[config.mk]
export PLATFORM = sky130hd
export DESIGN_NAME = mem_arbiter_flat
export DESIGN_NICKNAME = d
export VERILOG_FILES = /design/src/rtl/mem_arbiter_if.sv /design/src/rtl/mem_arbiter.sv /design/src/flat_wrapper.sv
export SDC_FILE = /design/constraint.sdc
export NUM_CORES = 1
export LEC_CHECK = 0
export ABC_AREA = 1
export CORE_UTILIZATION = 40
export CTS_CLUSTER_SIZE = 16
export DETAILED_ROUTE_END_ITERATION = 10
export GPL_TIMING_DRIVEN = 0
export HOLD_SLACK_MARGIN = 0.08
export PLACE_DENSITY = 0.81
export SLEW_MARGIN = 20
export SYNTH_ARGS = -nofsm -noshare
export SYNTH_HDL_FRONTEND = slang
export SYNTH_SLANG_ARGS = --single-unit
[constraint.sdc]
create_clock -name clk_i -period 1.3 [get_ports clk_i]
set_clock_uncertainty 0.1 [all_clocks]
set_input_delay 0.26 -clock clk_i [delete_from_list [all_inputs] [get_ports clk_i]]
set_output_delay 0.26 -clock clk_i [all_outputs]
set_load 0.02 [all_outputs]
[src/rtl/mem_arbiter_if.sv]
// Requester-side and memory-side valid/ready buses for mem_arbiter.
// Requesters connect as master to mem_arbiter_req_if; the arbiter is master on mem_arbiter_mem_if.

interface mem_arbiter_req_if #(
   parameter int unsigned WIDTH      = 16,
   parameter int unsigned ADDR_WIDTH = 6
);
   logic                  valid;
   logic                  wr_rd;
   logic [ADDR_WIDTH-1:0] addr;
   logic [WIDTH-1:0]      wdata;
   logic                  ready;
   logic [WIDTH-1:0]      rdata;
   logic                  err;

   modport master (output valid, wr_rd, addr, wdata, input  ready, rdata, err);
   modport slave  (input  valid, wr_rd, addr, wdata, output ready, rdata, err);
endinterface

interface mem_arbiter_mem_if #(
   parameter int unsigned WIDTH      = 16,
   parameter int unsigned ADDR_WIDTH = 6
);
   logic                  valid;
   logic                  wr_rd;
   logic [ADDR_WIDTH-1:0] addr;
   logic [WIDTH-1:0]      wdata;
   logic                  ready;
   logic [WIDTH-1:0]      rdata;

   modport master (output valid, wr_rd, addr, wdata, input  ready, rdata);
   modport slave  (input  valid, wr_rd, addr, wdata, output ready, rdata);
endinterface

[src/rtl/mem_arbiter.sv]
// Two-requester round-robin arbiter in front of a single-port valid/ready memory.
// Optional ISSUE timeout abort is enabled with `define MEM_ARB_TIMEOUT_EN.

module mem_arbiter #(
   parameter int unsigned WIDTH      = 16,
   parameter int unsigned DEPTH      = 64,
   parameter int unsigned ADDR_WIDTH = $clog2(DEPTH)
`ifdef MEM_ARB_TIMEOUT_EN
   ,
   parameter int unsigned TIMEOUT_CYCLES = 16
`endif
) (
   input  logic               clk_i,
   input  logic               rst_i,
   mem_arbiter_req_if.slave   req0,
   mem_arbiter_req_if.slave   req1,
   mem_arbiter_mem_if.master  mem,
   output logic               busy_o
);

   typedef enum logic [1:0] {
      ST_IDLE  = 2'd0,
      ST_ISSUE = 2'd1,
      ST_RESP  = 2'd2
   } state_t;

   typedef struct packed {
      logic                  wr_rd;
      logic [ADDR_WIDTH-1:0] addr;
      logic [WIDTH-1:0]      wdata;
   } cmd_t;

`ifdef MEM_ARB_TIMEOUT_EN
   localparam int unsigned TCNT_W = (TIMEOUT_CYCLES > 1) ? $clog2(TIMEOUT_CYCLES) : 1;
   localparam logic [TCNT_W-1:0] TCNT_LAST = TCNT_W'(TIMEOUT_CYCLES - 1);
`endif

   state_t           r_state,      w_state;
   cmd_t             r_cmd,        w_cmd;
   logic             r_grant,      w_grant;
   logic             r_last_grant, w_last_grant;
   logic             r_mem_valid,  w_mem_valid;
   logic             r_busy,       w_busy;
   logic [1:0]       r_ready,      w_ready;
   logic [WIDTH-1:0] r_rdata0,     w_rdata0;
   logic [WIDTH-1:0] r_rdata1,     w_rdata1;
`ifdef MEM_ARB_TIMEOUT_EN
   logic [1:0]        r_err,  w_err;
   logic [TCNT_W-1:0] r_tcnt, w_tcnt;
`endif

   logic w_req_any;
   logic w_win;
   cmd_t w_win_cmd;
   logic [WIDTH-1:0] w_resp_data;

   // Winner selection: a lone request wins; on a tie the side not served last wins.
   always_comb begin
      w_req_any = req0.valid | req1.valid;
      if (req0.valid && req1.valid) begin
         w_win = ~r_last_grant;
      end else begin
         w_win = req1.valid;
      end
      if (w_win) begin
         w_win_cmd = '{wr_rd: req1.wr_rd, addr: req1.addr, wdata: req1.wdata};
      end else begin
         w_win_cmd = '{wr_rd: req0.wr_rd, addr: req0.addr, wdata: req0.wdata};
      end
   end

   // Next-state and registered-output logic.
   always_comb begin
      w_state      = r_state;
      w_cmd        = r_cmd;
      w_grant      = r_grant;
      w_last_grant = r_last_grant;
      w_mem_valid  = r_mem_valid;
      w_ready      = 2'b00;
      w_rdata0     = '0;
      w_rdata1     = '0;
      w_resp_data  = r_cmd.wr_rd ? '0 : mem.rdata;
`ifdef MEM_ARB_TIMEOUT_EN
      w_err        = 2'b00;
      w_tcnt       = r_tcnt;
`endif

      unique case (r_state)
         ST_IDLE: begin
            if (w_req_any) begin
               w_state     = ST_ISSUE;
               w_cmd       = w_win_cmd;
               w_grant     = w_win;
               w_mem_valid = 1'b1;
`ifdef MEM_ARB_TIMEOUT_EN
               w_tcnt      = '0;
`endif
            end
         end

         ST_ISSUE: begin
            if (mem.ready) begin
               w_state          = ST_RESP;
               w_mem_valid      = 1'b0;
               w_ready[r_grant] = 1'b1;
               if (r_grant) begin
                  w_rdata1 = w_resp_data;
               end else begin
                  w_rdata0 = w_resp_data;
               end
            end
`ifdef MEM_ARB_TIMEOUT_EN
            // Abort on the last allowed stalled cycle; read data stays zero.
            else if (r_tcnt == TCNT_LAST) begin
               w_state          = ST_RESP;
               w_mem_valid      = 1'b0;
               w_ready[r_grant] = 1'b1;
               w_err[r_grant]   = 1'b1;
            end else begin
               w_tcnt = r_tcnt + TCNT_W'(1);
            end
`endif
         end

         ST_RESP: begin
            w_state      = ST_IDLE;
            w_last_grant = r_grant;
         end

         default: begin
            w_state     = ST_IDLE;
            w_mem_valid = 1'b0;
         end
      endcase

      w_busy = (w_state != ST_IDLE);
   end

   // State and output registers.
   always_ff @(posedge clk_i) begin
      if (rst_i) begin
         r_state      <= ST_IDLE;
         r_cmd        <= '0;
         r_grant      <= 1'b0;
         r_last_grant <= 1'b1;
         r_mem_valid  <= 1'b0;
         r_busy       <= 1'b0;
         r_ready      <= 2'b00;
         r_rdata0     <= '0;
         r_rdata1     <= '0;
`ifdef MEM_ARB_TIMEOUT_EN
         r_err        <= 2'b00;
         r_tcnt       <= '0;
`endif
      end else begin
         r_state      <= w_state;
         r_cmd        <= w_cmd;
         r_grant      <= w_grant;
         r_last_grant <= w_last_grant;
         r_mem_valid  <= w_mem_valid;
         r_busy       <= w_busy;
         r_ready      <= w_ready;
         r_rdata0     <= w_rdata0;
         r_rdata1     <= w_rdata1;
`ifdef MEM_ARB_TIMEOUT_EN
         r_err        <= w_err;
         r_tcnt       <= w_tcnt;
`endif
      end
   end

   assign mem.valid  = r_mem_valid;
   assign mem.wr_rd  = r_cmd.wr_rd;
   assign mem.addr   = r_cmd.addr;
   assign mem.wdata  = r_cmd.wdata;

   assign req0.ready = r_ready[0];
   assign req1.ready = r_ready[1];
   assign req0.rdata = r_rdata0;
   assign req1.rdata = r_rdata1;
   assign busy_o     = r_busy;

`ifdef MEM_ARB_TIMEOUT_EN
   assign req0.err = r_err[0];
   assign req1.err = r_err[1];
`else
   assign req0.err = 1'b0;
   assign req1.err = 1'b0;
`endif

endmodule
[src/flat_wrapper.sv]
// flat-port wrapper written by rule: the top's interface ports become plain ports
module mem_arbiter_flat 
#(
   parameter int unsigned WIDTH      = 16,
   parameter int unsigned DEPTH      = 64,
   parameter int unsigned ADDR_WIDTH = $clog2(DEPTH)

)
  (clk_i, rst_i, busy_o, req0_valid, req0_wr_rd, req0_addr, req0_wdata, req0_ready, req0_rdata, req0_err, req1_valid, req1_wr_rd, req1_addr, req1_wdata, req1_ready, req1_rdata, req1_err, mem_valid, mem_wr_rd, mem_addr, mem_wdata, mem_ready, mem_rdata);
  mem_arbiter_req_if #(.WIDTH(WIDTH), .ADDR_WIDTH(ADDR_WIDTH)) req0_i ();
  mem_arbiter_req_if #(.WIDTH(WIDTH), .ADDR_WIDTH(ADDR_WIDTH)) req1_i ();
  mem_arbiter_mem_if #(.WIDTH(WIDTH), .ADDR_WIDTH(ADDR_WIDTH)) mem_i ();
  input  logic clk_i;
  input  logic rst_i;
  output logic busy_o;
  input wire logic [$bits(req0_i.valid)-1:0] req0_valid;
  input wire logic [$bits(req0_i.wr_rd)-1:0] req0_wr_rd;
  input wire logic [$bits(req0_i.addr)-1:0] req0_addr;
  input wire logic [$bits(req0_i.wdata)-1:0] req0_wdata;
  output wire logic [$bits(req0_i.ready)-1:0] req0_ready;
  output wire logic [$bits(req0_i.rdata)-1:0] req0_rdata;
  output wire logic [$bits(req0_i.err)-1:0] req0_err;
  input wire logic [$bits(req1_i.valid)-1:0] req1_valid;
  input wire logic [$bits(req1_i.wr_rd)-1:0] req1_wr_rd;
  input wire logic [$bits(req1_i.addr)-1:0] req1_addr;
  input wire logic [$bits(req1_i.wdata)-1:0] req1_wdata;
  output wire logic [$bits(req1_i.ready)-1:0] req1_ready;
  output wire logic [$bits(req1_i.rdata)-1:0] req1_rdata;
  output wire logic [$bits(req1_i.err)-1:0] req1_err;
  output wire logic [$bits(mem_i.valid)-1:0] mem_valid;
  output wire logic [$bits(mem_i.wr_rd)-1:0] mem_wr_rd;
  output wire logic [$bits(mem_i.addr)-1:0] mem_addr;
  output wire logic [$bits(mem_i.wdata)-1:0] mem_wdata;
  input wire logic [$bits(mem_i.ready)-1:0] mem_ready;
  input wire logic [$bits(mem_i.rdata)-1:0] mem_rdata;
  assign req0_i.valid = req0_valid;
  assign req0_i.wr_rd = req0_wr_rd;
  assign req0_i.addr = req0_addr;
  assign req0_i.wdata = req0_wdata;
  assign req0_ready = req0_i.ready;
  assign req0_rdata = req0_i.rdata;
  assign req0_err = req0_i.err;
  assign req1_i.valid = req1_valid;
  assign req1_i.wr_rd = req1_wr_rd;
  assign req1_i.addr = req1_addr;
  assign req1_i.wdata = req1_wdata;
  assign req1_ready = req1_i.ready;
  assign req1_rdata = req1_i.rdata;
  assign req1_err = req1_i.err;
  assign mem_valid = mem_i.valid;
  assign mem_wr_rd = mem_i.wr_rd;
  assign mem_addr = mem_i.addr;
  assign mem_wdata = mem_i.wdata;
  assign mem_i.ready = mem_ready;
  assign mem_i.rdata = mem_rdata;
  mem_arbiter #(.WIDTH(WIDTH), .DEPTH(DEPTH), .ADDR_WIDTH(ADDR_WIDTH)) u_core (.clk_i(clk_i), .rst_i(rst_i), .req0(req0_i), .req1(req1_i), .mem(mem_i), .busy_o(busy_o));
endmodule
==> run metrics <==
worst endpoint required time=1420 ps; DIE WIDTH=81.2 um; startpoint types=flip-flop; Final Net Count=577; # diodes=0; Port Buffer Count=125; first-pass GRT wire length=10.3 mm; minimum clock period=1280 ps; Syn Inst Count=365; iteration-0 DRC count of the detailed router=64; f_max=0.781 GHz; GR Layer Usage met3=0.0573; Core ar.=5990 um^2; WHS=219 ps; fin. max-slew vios=0; Final Util=0.670; count of final hold-check violations=0; vias in the first global route=2371; initial antenna violation count=0; wire per inst=11.2 um; chip height=81.2 um; Worst-Skew Late Latency=320 ps; FP Rows=28; H-tree depth=3; GRT Max-Usage Layer=met2; gr usage total=0.207; Die ar.=6590 um^2; Static Leak=2.08 nW; leading cell type in the layout, fill and taps excluded=nand2_1; CTS tree=built; drt drc=0; area grow syn2layout=60.0%; Routed WL=6.63 mm; grt total ovfl=0; Post-Synth Simple-Gate Area=0.357; CP max stage delay=360 ps; clk slew on worst S/H paths=70 ps; antenna viol nets, final=0; met1 global-route usage=0.227; CTS sink cnt=63; CP Cell Sequence=inv_2 -> nand2_2 -> nor2_4 -> buf_4 -> buf_4 -> nand2_1 -> nor2_1 -> nor2_1; Critical Path AT=1400 ps; post-detail-place hpwl=4.60 mm; Synth Area in Compound Gates=0.0165; largest net degree at the start of global routing=12; hold_buf cts=0; Power Density=1210 nW/um^2; largest family of logic cells by synthesized area=simple AND/OR/NAND/NOR gates; met2 usage=0.371; I/O pins=128; post-synthesis sequential area ratio=0.503; RSZ-0062 raised after global routing=true; Synth Area in Adders=0; maxcap violations=0; Setup CP Type=reg -> reg; critical path's slowest cell=dfxtp_4; Avg Cell Area, Syn=6.87 um^2; Seq cells post-synth=63; Yosys warning total=0; Max Fanout on Critical Path=5; Synth Area in XOR/XNOR=0; mux share of post-synthesis cell area=0; Initial Util=0.419; Hold Path Class=in -> reg; Final period util=0.985; Setup violations, final=0; Mapped Area=2510 um^2; status=complete, no violations; VDD IR max=585 uV; First-pass DRT Iterations=4; Clock Path Buffers=2; CTS Buf Count=9; vias=2528; GP Congestion=0.769; most frequent cells in the layout=113 x nand2_1, 99 x nor2_1, 63 x clkdlybuf4s50_1, 61 x dfxtp_1, 48 x inv_1; distinct cell type count after synthesis=20; Via-to-Cell Ratio=4.28; Crit. End Element=flip-flop; share of cells above drive strength 1=0.227; root buffer selected by CTS=clkbuf_8
## power by group
part / switching [mW] / total, mW / internal [mW]
sequential: 0.0580 / 2.10 / 2.05
clock: 0.726 / 1.71 / 0.986
combinational: 0.572 / 1.06 / 0.484
total: 1.36 / 4.87 / 3.52
## routing by layer
metal | routed length (um) | vias up
li1 | - | 1335
met1 | 2760 | 1091
met2 | 3250 | 96
met3 | 553 | 6
met4 | 65 | 0
met5 | 0 | -
## final timing paths
path	from	to	slack [ps]	cells past startpoint
max	u_core.r_state[0]$_SDFF_PP0_	u_core.mem.addr[1]$_SDFFE_PP0P_	20	8
min	rst_i	u_core.mem.valid$_SDFFE_PP0P_	220	2
max reg2reg	u_core.r_state[0]$_SDFF_PP0_	u_core.mem.addr[1]$_SDFFE_PP0P_	20	8
min reg2reg	u_core.mem.valid$_SDFFE_PP0P_	u_core.mem.valid$_SDFFE_PP0P_	370	2
## cells by family (layout without fill, tap and decap cells)
logic type	count (synthesis)	after routing
AO/OA/AOI/OAI	7	7
AND/OR/NAND/NOR	227	227
buffers and inverters	67	216
flip-flops	63	63
other	1	2
## state kept, by name, indices dropped and copies added (netlist names)
register,count
u_core.r_state,2
u_core.req1.rdata,16
u_core.r_grant,1
u_core.mem.wr_rd,1
u_core.r_last_grant,1
u_core.busy_o,1
u_core.mem.addr,6
u_core.r_ready,2
u_core.mem.wdata,16
u_core.mem.valid,1
u_core.req0.rdata,16
## area by class of cell
class / count / area [um^2]
well taps: 75 / 93.8
inverters: 52 / 201
clock buffers: 11 / 151
clock inverters: 5 / 56.3
repair buffers: 133 / 1150
flip-flops and latches: 63 / 1270
multi-input cells: 236 / 968
plain buffers: 15 / 126
fillers: 537 / 1980
## repair_timing
action	CTS	global route
cloned	0	1
setup endpoints to repair	105	58
buffers inserted	5	2
resized for setup	194	37
pin swaps	3	3
## Yosys cell counts (all sizes together)
cell type / count / area, um^2
a21oi: 3 / 15.0
buf: 12 / 100
clkbuf: 3 / 11.3
clkinv: 1 / 3.75
conb: 1 / 3.75
dfxtp: 63 / 1260
inv: 51 / 191
nand2: 118 / 463
nand3: 2 / 10.0
nor2: 107 / 422
o21a: 1 / 7.51
o21ai: 3 / 18.8
## through the flow
step / total power, mW / setup TNS (ps) / area [um^2] / std cells / setup WS [ps]
2_1_floorplan: 2.71 / 0 / 2510 / 366 / 79.6
3_3_place_gp: 3.21 / -23520 / 3860 / 566 / -511
3_5_place_dp: 3.22 / -24580 / 3860 / 566 / -528
4_1_cts: 4.92 / 0 / 4120 / 587 / 0.470
5_1_grt: 5.13 / -66.8 / 4010 / 590 / -36.9
6_report: 4.87 / 0 / 4010 / 590 / 19.8
## critical path: cells and delay by family, from the launching register on
kind | cells | cell delay, ps
DFF | 1 | 360
buffers and inverters | 3 | 310
and+or+nand+nor | 5 | 400
(Power assumes the default switching activity.)
